--- config.mk ---
export PLATFORM = sky130hd
export DESIGN_NAME = uart_tx_arb
export DESIGN_NICKNAME = d
export VERILOG_FILES = /design/src/rtl/uart_tx_arb.sv
export SDC_FILE = /design/constraint.sdc
export NUM_CORES = 1
export LEC_CHECK = 0
export CORE_AREA = 2 2 52 64
export CTS_BUF_LIST = sky130_fd_sc_hd__clkbuf_8
export DETAILED_ROUTE_END_ITERATION = 7
export DIE_AREA = 0 0 54 66
export GPL_TIMING_DRIVEN = 0
export PLACE_DENSITY = 0.86
export SYNTH_ARGS = -nofsm -noshare
export SYNTH_HDL_FRONTEND = slang
export SYNTH_SLANG_ARGS = --single-unit
--- constraint.sdc ---
create_clock -name ser_clk_1x -period 6 [get_ports ser_clk_1x]
set_clock_uncertainty 0.15 [all_clocks]
set_input_delay 0.6 -clock ser_clk_1x [delete_from_list [all_inputs] [get_ports ser_clk_1x]]
set_output_delay 0.6 -clock ser_clk_1x [all_outputs]
set_load 0.02 [all_outputs]
--- src/rtl/uart_tx_arb.sv ---
// Packet-level round-robin arbiter sharing one UART TX datapath between NUM_REQ requesters.
// Optional: define UART_TX_ARB_TAG_EN to send a tag byte 8'h80|owner ahead of each packet.
`timescale 1ns/1ps
module uart_tx_arb #(
    parameter int unsigned NUM_REQ = 4,
    parameter int unsigned MAX_PKT = 64
) (
    input  logic                 ser_clk_1x,
    input  logic                 rst_n,
    input  logic [NUM_REQ-1:0]   req_valid,
    input  logic [8*NUM_REQ-1:0] req_data,
    input  logic [NUM_REQ-1:0]   req_last,
    output logic [NUM_REQ-1:0]   req_ready,
    input  logic                 tx_cts,
    output logic                 tx_en,
    output logic [7:0]           tx_data,
    output logic [NUM_REQ-1:0]   grant,
    output logic                 busy,
    output logic                 trunc
);
    localparam int unsigned OW = (NUM_REQ > 1) ? $clog2(NUM_REQ) : 1;

    typedef enum logic [1:0] {
        IDLE   = 2'd0,
        TAG    = 2'd1,
        STREAM = 2'd2
    } state_t;

    state_t               r_state;
    logic [OW-1:0]        r_owner;
    logic [OW-1:0]        r_rr;
    logic [7:0]           r_cnt;
    logic [NUM_REQ-1:0]   r_grant;
    logic                 r_busy;
    logic                 r_trunc;

    logic [OW-1:0]        w_pick;
    logic [OW-1:0]        w_idx;
    logic                 w_any;
    logic                 w_own_valid;
    logic                 w_own_last;
    logic [7:0]           w_own_data;
    logic                 w_xfer;
    logic                 w_end;
    logic [OW-1:0]        w_next_rr;

    assign w_own_valid = req_valid[r_owner];
    assign w_own_last  = req_last[r_owner];
    assign w_own_data  = req_data[{r_owner, 3'b000} +: 8];
    assign w_xfer      = (r_state == STREAM) && w_own_valid && tx_cts;
    assign w_end       = w_xfer && (w_own_last || (r_cnt == 8'(MAX_PKT - 1)));
    assign w_next_rr   = (r_owner == OW'(NUM_REQ - 1)) ? '0 : r_owner + 1'b1;

    // First valid requester scanning upward from the rotation pointer.
    always_comb begin
        w_pick = '0;
        w_any  = 1'b0;
        w_idx  = '0;
        for (int unsigned k = 0; k < NUM_REQ; k++) begin
            w_idx = OW'((32'(r_rr) + k) % NUM_REQ);
            if (!w_any && req_valid[w_idx]) begin
                w_any  = 1'b1;
                w_pick = w_idx;
            end
        end
    end

    always_comb begin
        tx_en     = 1'b0;
        tx_data   = '0;
        req_ready = '0;
        case (r_state)
            STREAM: begin
                tx_en              = w_own_valid;
                tx_data            = w_own_data;
                req_ready[r_owner] = tx_cts;
            end
`ifdef UART_TX_ARB_TAG_EN
            TAG: begin
                tx_en   = 1'b1;
                tx_data = 8'h80 | 8'(r_owner);
            end
`endif
            default: ;
        endcase
    end

    always_ff @(posedge ser_clk_1x or negedge rst_n) begin
        if (!rst_n) begin
            r_state <= IDLE;
            r_owner <= '0;
            r_rr    <= '0;
            r_cnt   <= '0;
            r_grant <= '0;
            r_busy  <= 1'b0;
            r_trunc <= 1'b0;
        end else begin
            r_trunc <= 1'b0;
            case (r_state)
                IDLE: begin
                    if (w_any) begin
                        r_owner <= w_pick;
                        r_grant <= NUM_REQ'(1) << w_pick;
                        r_cnt   <= '0;
                        r_busy  <= 1'b1;
`ifdef UART_TX_ARB_TAG_EN
                        r_state <= TAG;
`else
                        r_state <= STREAM;
`endif
                    end
                end
`ifdef UART_TX_ARB_TAG_EN
                TAG: begin
                    if (tx_cts) r_state <= STREAM;
                end
`endif
                STREAM: begin
                    if (w_xfer) r_cnt <= r_cnt + 8'd1;
                    if (w_end) begin
                        r_state <= IDLE;
                        r_grant <= '0;
                        r_busy  <= 1'b0;
                        r_rr    <= w_next_rr;
                        r_trunc <= !w_own_last;
                    end
                end
                default: r_state <= IDLE;
            endcase
        end
    end

    assign grant = r_grant;
    assign busy  = r_busy;
    assign trunc = r_trunc;

endmodule

==> qor_table.md, run 1 <==
| Metric | Reported |
| --- | --- |
| Number of register bits inferred by synthesis | 18 |
| Per-cell routed wire length | 16.2 um |
| Count of TritonRoute iterations in the first routing pass | 4 |
| Placement Setup Slack | 2.86 ns |
| Initial core utilization | 0.430 |
| Most frequently used flop master after synthesis | sky130_fd_sc_hd__dfrtp_1 |
| Post-DR vias/cell | 5.45 |
| Commonest cells after routing, fill and taps aside | sky130_fd_sc_hd__clkdlybuf4s50_1, sky130_fd_sc_hd__dfrtp_1, sky130_fd_sc_hd__nand2_1, sky130_fd_sc_hd__and2_1, sky130_fd_sc_hd__mux4_2 |
| Width of the die | 54 um |
| Layout cell share with drive strength beyond 1 | 0.109 |
| Count of unresolved DRC violations after routing | 0 |
| Data required, critical path | 5.25 ns |
| Final RePlAce weighted congestion | 0.725 |
| Die outline area | 0.00356 mm^2 |
| Final Max Slew Viols | 0 |
| Global router's overall resource usage | 0.209 |
| Max Clk Rate | 319 MHz |
| Post-synth ARST share | 1.00 |
| Most common library cell in the layout ignoring fill and taps | sky130_fd_sc_hd__clkdlybuf4s50_1 |
| Start point of the worst min-delay path | r_cnt[5]$_DFFE_PN0P_ |
| Final hold violation count | 0 |
| Buffers from clock root to sink, at most | 2 |
| Crit-path max FO | 6 |
| Number of global-route vias before repair | 1192 |
| Avg Synthesized Cell Area | 10.8 um^2 |
| Layout Utilization | 0.669 |
| Final cycle utilization of the critical path | 0.522 |
| Final setup TNS | 0 ns |
| Outcome | complete, no violations |
| H-tree Lvls | 1 |
| Filler cell count | 233 |
| HPWL after detailed placement | 2740 um |
| Remaining number of nets flagged by the antenna check after routing | 0 |
| Minimum clock period after layout | 3.13 ns |
| Worst supply voltage drop on vdd | 0.231 mV |
| Category of the worst setup path launch point | input pin |
| Sequential share of the synthesized area | 0.352 |
| Layout overhead on the synthesized area | 55.6% |
| Final nets | 232 |
| Number of enable-type register cells in the synthesized netlist | 0 |
| Number of distinct library cell variants in the gate-level netlist after synthesis | 34 |
| Setup fix buffers added after clock tree synthesis | 0 |
| Setup repair after global routing missed its margin | no |
| Main area contributors after synthesis | sky130_fd_sc_hd__dfrtp_1, sky130_fd_sc_hd__mux4_2, sky130_fd_sc_hd__and2_1 |
| Number of stages on the worst hold path | 1 |
| Number of antenna violations at the first check in global routing | 0 |
| Launch point of the critical path | req_valid[2] |
| Netlist area before placement | 0.00128 mm^2 |
| Number of standard cells after synthesis | 118 |
| Number of maximum-capacitance constraint violations | 0 |
| Source-to-sink clock delay at the later pin of the worst-skew pair | 0.26 ns |
| Drt initial violations | 17 |
| Nature of the critical path endpoint | output port |
| WL final | 3550 um |
| Largest net degree at the start of global routing | 19 |
| Final-report setup violation count | 0 |
| Cell count of the worst reg-to-reg path | 5 |
| CTS sink cnt | 18 |
| Cell area power density | 377 mW/mm^2 |
| PortBufs | 61 |
| Synthesis warning total | 0 |
| Origin of the critical flop-to-flop path | r_owner[0]$_DFFE_PN0P_ |
| Critical setup path kind | in -> out |
| Post-layout worst setup margin | 2.87 ns |
| Quantity of gates resized following cts | 0 |
| TritonCTS clock tree | done |
| Cell at the root of the clock tree | sky130_fd_sc_hd__clkbuf_8 |
| Number of top-level design ports | 62 |
| First-pass GRT wire length | 5370 um |
| Area share of the leading cell type in the synthesized netlist | 0.352 |
| CTS clock-pin slew for the worst setup and hold paths | 0.07 ns |
| Leakage power summed over all cells | 0.857 nW |
| Overflow left after global routing | 0 |
| Number of core rows | 22 |
| Signal arrival time at the worst endpoint | 2.38 ns |
| Post-Synthesis Net Count | 166 |
| Number of buffers created by CTS | 3 |
| CTS hold repair buffers | 0 |
| Chip height | 66 um |
| Hold slack | 0.368 ns |
| Final antenna diode count | 0 |
| Headroom to the max-slew limit | 0.478 |
| Number of vias in the routed layout | 1193 |
| Dominant cell type by area after synthesis | sky130_fd_sc_hd__dfrtp_1 |
| Class of the most critical hold timing path | reg -> reg |
| Area of the core region | 0.00297 mm^2 |
| Worst-Margin Slew | 0.780 ns |
[path summary, 6_finish.rpt]
kind	to	slack [ns]
hold / removal	r_cnt[5]$_DFFE_PN0P_	0.37
min in group asynchronous	r_cnt[5]$_DFFE_PN0P_	0.64
setup reg to reg	r_rr[0]$_DFFE_PN0P_	3.87
hold reg to reg	r_cnt[5]$_DFFE_PN0P_	0.37
max in group asynchronous	grant[0]$_DFFE_PN0P_	4.58
setup / recovery	tx_en	2.87
[power breakdown]
part | leakage, nW | internal [W] | switching (W)
combinational | 0.593 | 0.000244 | 0.000206
clock | 0.0288 | 0.0000586 | 0.0000448
sequential | 0.235 | 0.000153 | 0.0000428
total | 0.857 | 0.000455 | 0.000294
[metrics by stage]
| stage | total power, W | std cells | instance area (um^2) |
|---|---|---|---|
| 6_report | 0.000749 | 219 | 1990 |
| 5_1_grt | 0.000801 | 219 | 1990 |
| 4_1_cts | 0.000755 | 219 | 1990 |
| 3_5_place_dp | 0.000649 | 215 | 1930 |
| 3_3_place_gp | 0.000637 | 215 | 1930 |
| 2_1_floorplan | 0.000469 | 118 | 1280 |
[layout make-up]
type / instances / area [um^2] / area share
multi-input combinational: 92 / 790 / 0.397
inverter: 3 / 11.3 / 0.00566
timing repair buffer: 61 / 611 / 0.307
sequential: 18 / 450 / 0.226
clock buffer: 4 / 55.1 / 0.0277
tap: 36 / 45.0 / 0.0226
buffer: 5 / 27.5 / 0.0138
[synth_stat cells (2+ instances only)]
library cell and count:
sky130_fd_sc_hd__dfrtp_1 18, sky130_fd_sc_hd__nand2_1 11, sky130_fd_sc_hd__and2_1 10, sky130_fd_sc_hd__mux4_2 9, sky130_fd_sc_hd__and3_1 8, sky130_fd_sc_hd__nor2_1 8, sky130_fd_sc_hd__ha_1 5, sky130_fd_sc_hd__mux2i_1 5
sky130_fd_sc_hd__o21ai_0 4, sky130_fd_sc_hd__inv_1 3, sky130_fd_sc_hd__nand4_1 3, sky130_fd_sc_hd__xor2_1 3, sky130_fd_sc_hd__a21o_1 2, sky130_fd_sc_hd__a21oi_1 2, sky130_fd_sc_hd__a32o_1 2, sky130_fd_sc_hd__and4_1 2
sky130_fd_sc_hd__clkbuf_1 2, sky130_fd_sc_hd__mux2_4 2, sky130_fd_sc_hd__nand2b_1 2, sky130_fd_sc_hd__nor3_1 2, sky130_fd_sc_hd__o22ai_1 2
[critical path: stages]
cell and delay, ns:
sky130_fd_sc_hd__clkdlybuf4s50_1 0.49, sky130_fd_sc_hd__mux4_2 0.57, sky130_fd_sc_hd__and2_1 0.18, sky130_fd_sc_hd__clkdlybuf4s50_1 0.53
[flip-flops by register name (all words and copies together), names as in the netlist]
signal	flops
busy	1
grant	4
r_cnt	8
r_owner	2
r_rr	2
trunc	1
[per-layer routing]
metal / routed length (um) / share of wire / track usage
met5: 0 / 0 / 0
met4: 82 / 0.023 / 0.106
met1: 1340 / 0.38 / 0.225
met2: 1720 / 0.48 / 0.367
met3: 410 / 0.12 / 0.0498
[cells by family (layout without fill, tap and decap cells)]
family                   after synthesis  after routing  share of synthesized area
AND/OR/NAND/NOR                       53             53                      0.227
AO/OA/AOI/OAI                         14             14                     0.0793
buffers and inverters                  8             73                     0.0303
multiplexers                          17             17                      0.242
XOR/XNOR                               3              3                     0.0206
adder cells (fa/ha/maj)                5              5                     0.0489
flip-flops                            18             18                      0.352
Note: power is estimated with default switching activity, not from simulation.
==> run 2: changes to the inputs <==
CORE_AREA = 2 2 54 66   (was 2 2 52 64)
DIE_AREA = 0 0 56 68   (was 0 0 54 66)
PLACE_DENSITY = 0.81   (was 0.86)
clock period = 3.2 ns   (was 6 ns; I/O delays follow)
==> run 2 against run 1 <==
  * Sequential share of layout area about the same
  * Wire length increased by 3.6%
  * Non-clock buffer count unchanged
  * Register-to-register slack got worse by 2.8 ns
  * Hold slack got worse by 0.0066 ns
  * Count of clock-buffer cells in the layout unchanged
  * Critical path type is now reg -> out
  * Final cell count increased by 0.46%
  * Utilization decreased by 5.2 points
  * Die area increased by 6.8%
  * Clock power increased by 83%
  * Critical endpoint is now tx_data[3]
  * Worst setup slack got worse by 2.5 ns
  * Sequential power increased by 87%
==> qor_table.md, run 2 (synthesized netlist as in run 1, its figures left out) <==
| Metric | Reported | Delta |
| --- | --- | --- |
| Outcome | complete, no violations |  |
| Initial core utilization | 0.397 | -0.0334 |
| Layout Utilization | 0.618 | -0.0516 |
| CTS sink cnt | 18 | unchanged |
| Overflow left after global routing | 0 | unchanged |
| Headroom to the max-slew limit | 0.463 | -0.0155 |
| First-pass GRT wire length | 5770 um | +7.5% |
| Final cycle utilization of the critical path | 0.899 |  |
| Drt initial violations | 17 | unchanged |
| CTS clock-pin slew for the worst setup and hold paths | 0.07 ns | about the same |
| Most common library cell in the layout ignoring fill and taps | sky130_fd_sc_hd__clkdlybuf4s50_1 |  |
| Count of TritonRoute iterations in the first routing pass | 4 | unchanged |
| Minimum clock period after layout | 2.88 ns |  |
| Final antenna diode count | 0 | unchanged |
| Global router's overall resource usage | 0.190 | -0.0191 |
| Buffers from clock root to sink, at most | 2 | unchanged |
| Worst-Margin Slew | 0.803 ns | +0.0231 ns |
| Number of antenna violations at the first check in global routing | 0 | unchanged |
| Final RePlAce weighted congestion | 0.861 | +19% |
| Worst supply voltage drop on vdd | 0.439 mV | +90% |
| Width of the die | 56 um | +3.7% |
| Cell area power density | 706 mW/mm^2 | +88% |
| Net switching share of the total power | 0.394 | +0.00152 |
| Category of the worst setup path launch point | flop |  |
| Final hold violation count | 0 | unchanged |
| Source-to-sink clock delay at the later pin of the worst-skew pair | 0.25 ns | about the same |
| WL final | 3680 um | +3.6% |
| Number of core rows | 23 | +4.5% |
| TritonCTS clock tree | done |  |
| Final setup TNS | 0 ns | unchanged |
| Flop pwr share | 0.260 | about the same |
| Post-DR vias/cell | 5.54 | +1.6% |
| Switching power | 0.000554 W | +88% |
| List of cells traversed by the critical path | buf_2 > mux4_2 > and2_1 > clkdlybuf4s50_1 |  |
| Layout overhead on the synthesized area | 55.7% | about the same |
| Number of buffers created by CTS | 3 | unchanged |
| Leakage power summed over all cells | 0.857 nW | unchanged |
| H-tree Lvls | 1 | unchanged |
| WP buf/inv | 2 | unchanged |
| CTS hold repair buffers | 0 | unchanged |
| Critical setup path kind | reg -> out |  |
| Cell at the root of the clock tree | sky130_fd_sc_hd__clkbuf_8 |  |
| Peak per-stage delay on the critical path | 0.55 ns | -0.02 ns |
| Number of top-level design ports | 62 | unchanged |
| Final nets | 232 | unchanged |
| Per-cell routed wire length | 16.7 um | +3.1% |
| Layout cell share with drive strength beyond 1 | 0.109 | unchanged |
| HPWL after detailed placement | 2950 um | +7.6% |
| Number of global-route vias before repair | 1222 | +2.5% |
| PortBufs | 61 | unchanged |
| Internal power | 0.000852 W | +87% |
| Number of vias in the routed layout | 1218 | +2.1% |
| Remaining number of nets flagged by the antenna check after routing | 0 | unchanged |
| Crit-path max FO | 10 | +4 |
| Hold slack | 0.361 ns | -0.00656 ns |
| Setup fix buffers added after clock tree synthesis | 0 | unchanged |
| Slowest stage cell on the critical path | sky130_fd_sc_hd__mux4_2 |  |
| Nature of the critical path endpoint | output port |  |
| Largest net degree at the start of global routing | 19 | unchanged |
| Proportion of power drawn by the clock network | 0.134 | -0.004 |
| Data required, critical path | 2.73 ns | -2.52 ns |
| Class of the most critical hold timing path | reg -> reg |  |
| Quantity of gates resized following cts | 0 | unchanged |
| Setup repair after global routing missed its margin | no |  |
| Area of the core region | 0.00322 mm^2 | +8.4% |
| Signal arrival time at the worst endpoint | 2.41 ns | +0.03 ns |
| Share of total power in combinational logic | 0.606 | +0.005 |
| Final-report setup violation count | 0 | unchanged |
| Commonest cells after routing, fill and taps aside | sky130_fd_sc_hd__clkdlybuf4s50_1, sky130_fd_sc_hd__dfrtp_1, sky130_fd_sc_hd__nand2_1, sky130_fd_sc_hd__and2_1, sky130_fd_sc_hd__mux4_2 |  |
| Final Max Slew Viols | 0 | unchanged |
| Count of unresolved DRC violations after routing | 0 | unchanged |
| Die outline area | 0.00381 mm^2 | +6.8% |
| Largest Register | r_cnt |  |
| CP top delay family | buffers and inverters |  |
| Max Clk Rate | 347 MHz |  |
| Largest register FFs | 8 | unchanged |
| Chip height | 68 um | +3.0% |
| Number of maximum-capacitance constraint violations | 0 | unchanged |
-- run 2: worst register-to-register path, cell delays in order, from the launching register on --
cell	delay, ns
sky130_fd_sc_hd__dfrtp_1	0.52
sky130_fd_sc_hd__mux4_2	0.61
sky130_fd_sc_hd__and2_4	0.19
sky130_fd_sc_hd__buf_6	0.13
sky130_fd_sc_hd__o21a_4	0.14
sky130_fd_sc_hd__mux2_4	0.30
-- run 2: layout make-up --
type / count / area (um^2)
inverter: 3 / 11.3
tap: 37 / 46.3
clock buffer: 4 / 55.1
fill: 287 / 1230
multi-input combinational: 92 / 790
sequential: 18 / 450
buffer: 5 / 27.5
timing repair buffer: 61 / 611
-- run 2: power groups by stage --
stage	clock network, W	registers, W	logic, W
after floorplan	0	0.000370	0.000509
after global placement	0	0.000365	0.000831
after detailed placement	0	0.000368	0.000857
after CTS	0.000189	0.000365	0.000862
after global routing	0.000197	0.000375	0.000911
final	0.000188	0.000366	0.000853
-- run 2: path summary, 6_finish.rpt --
kind	start	endpoint	slack, ns	cells after the start
max in group asynchronous	rst_n	r_cnt[3]$_DFFE_PN0P_	2.02	1
min	r_cnt[5]$_DFFE_PN0P_	r_cnt[5]$_DFFE_PN0P_	0.36	1
min reg2reg	r_cnt[5]$_DFFE_PN0P_	r_cnt[5]$_DFFE_PN0P_	0.36	1
min in group asynchronous	rst_n	grant[0]$_DFFE_PN0P_	0.38	1
max reg2reg	r_owner[0]$_DFFE_PN0P_	r_rr[1]$_DFFE_PN0P_	1.05	5
max	r_owner[0]$_DFFE_PN0P_	tx_data[3]	0.32	4
-- run 2: metal layers --
| metal | vias to the layer above | part of all wire | track usage |
|---|---|---|---|
| met3 | 6 | 0.045 | 0.0321 |
| met2 | 45 | 0.56 | 0.372 |
| met1 | 600 | 0.37 | 0.212 |
| met5 | - | 0 | 0 |
| met4 | 0 | 0.016 | 0.0536 |
| li1 | 567 | - | - |
-- run 2: through the flow --
stage / cell area (um^2) / std cells / setup slack, ns / power [W]
after CTS: 1990 / 220 / 0.293 / 0.00142
after floorplan: 1280 / 118 / 1.22 / 0.000879
after global routing: 1990 / 220 / 0.217 / 0.00148
final: 1990 / 220 / 0.322 / 0.00141
after global placement: 1940 / 216 / 0.604 / 0.00120
after detailed placement: 1940 / 216 / 0.570 / 0.00122
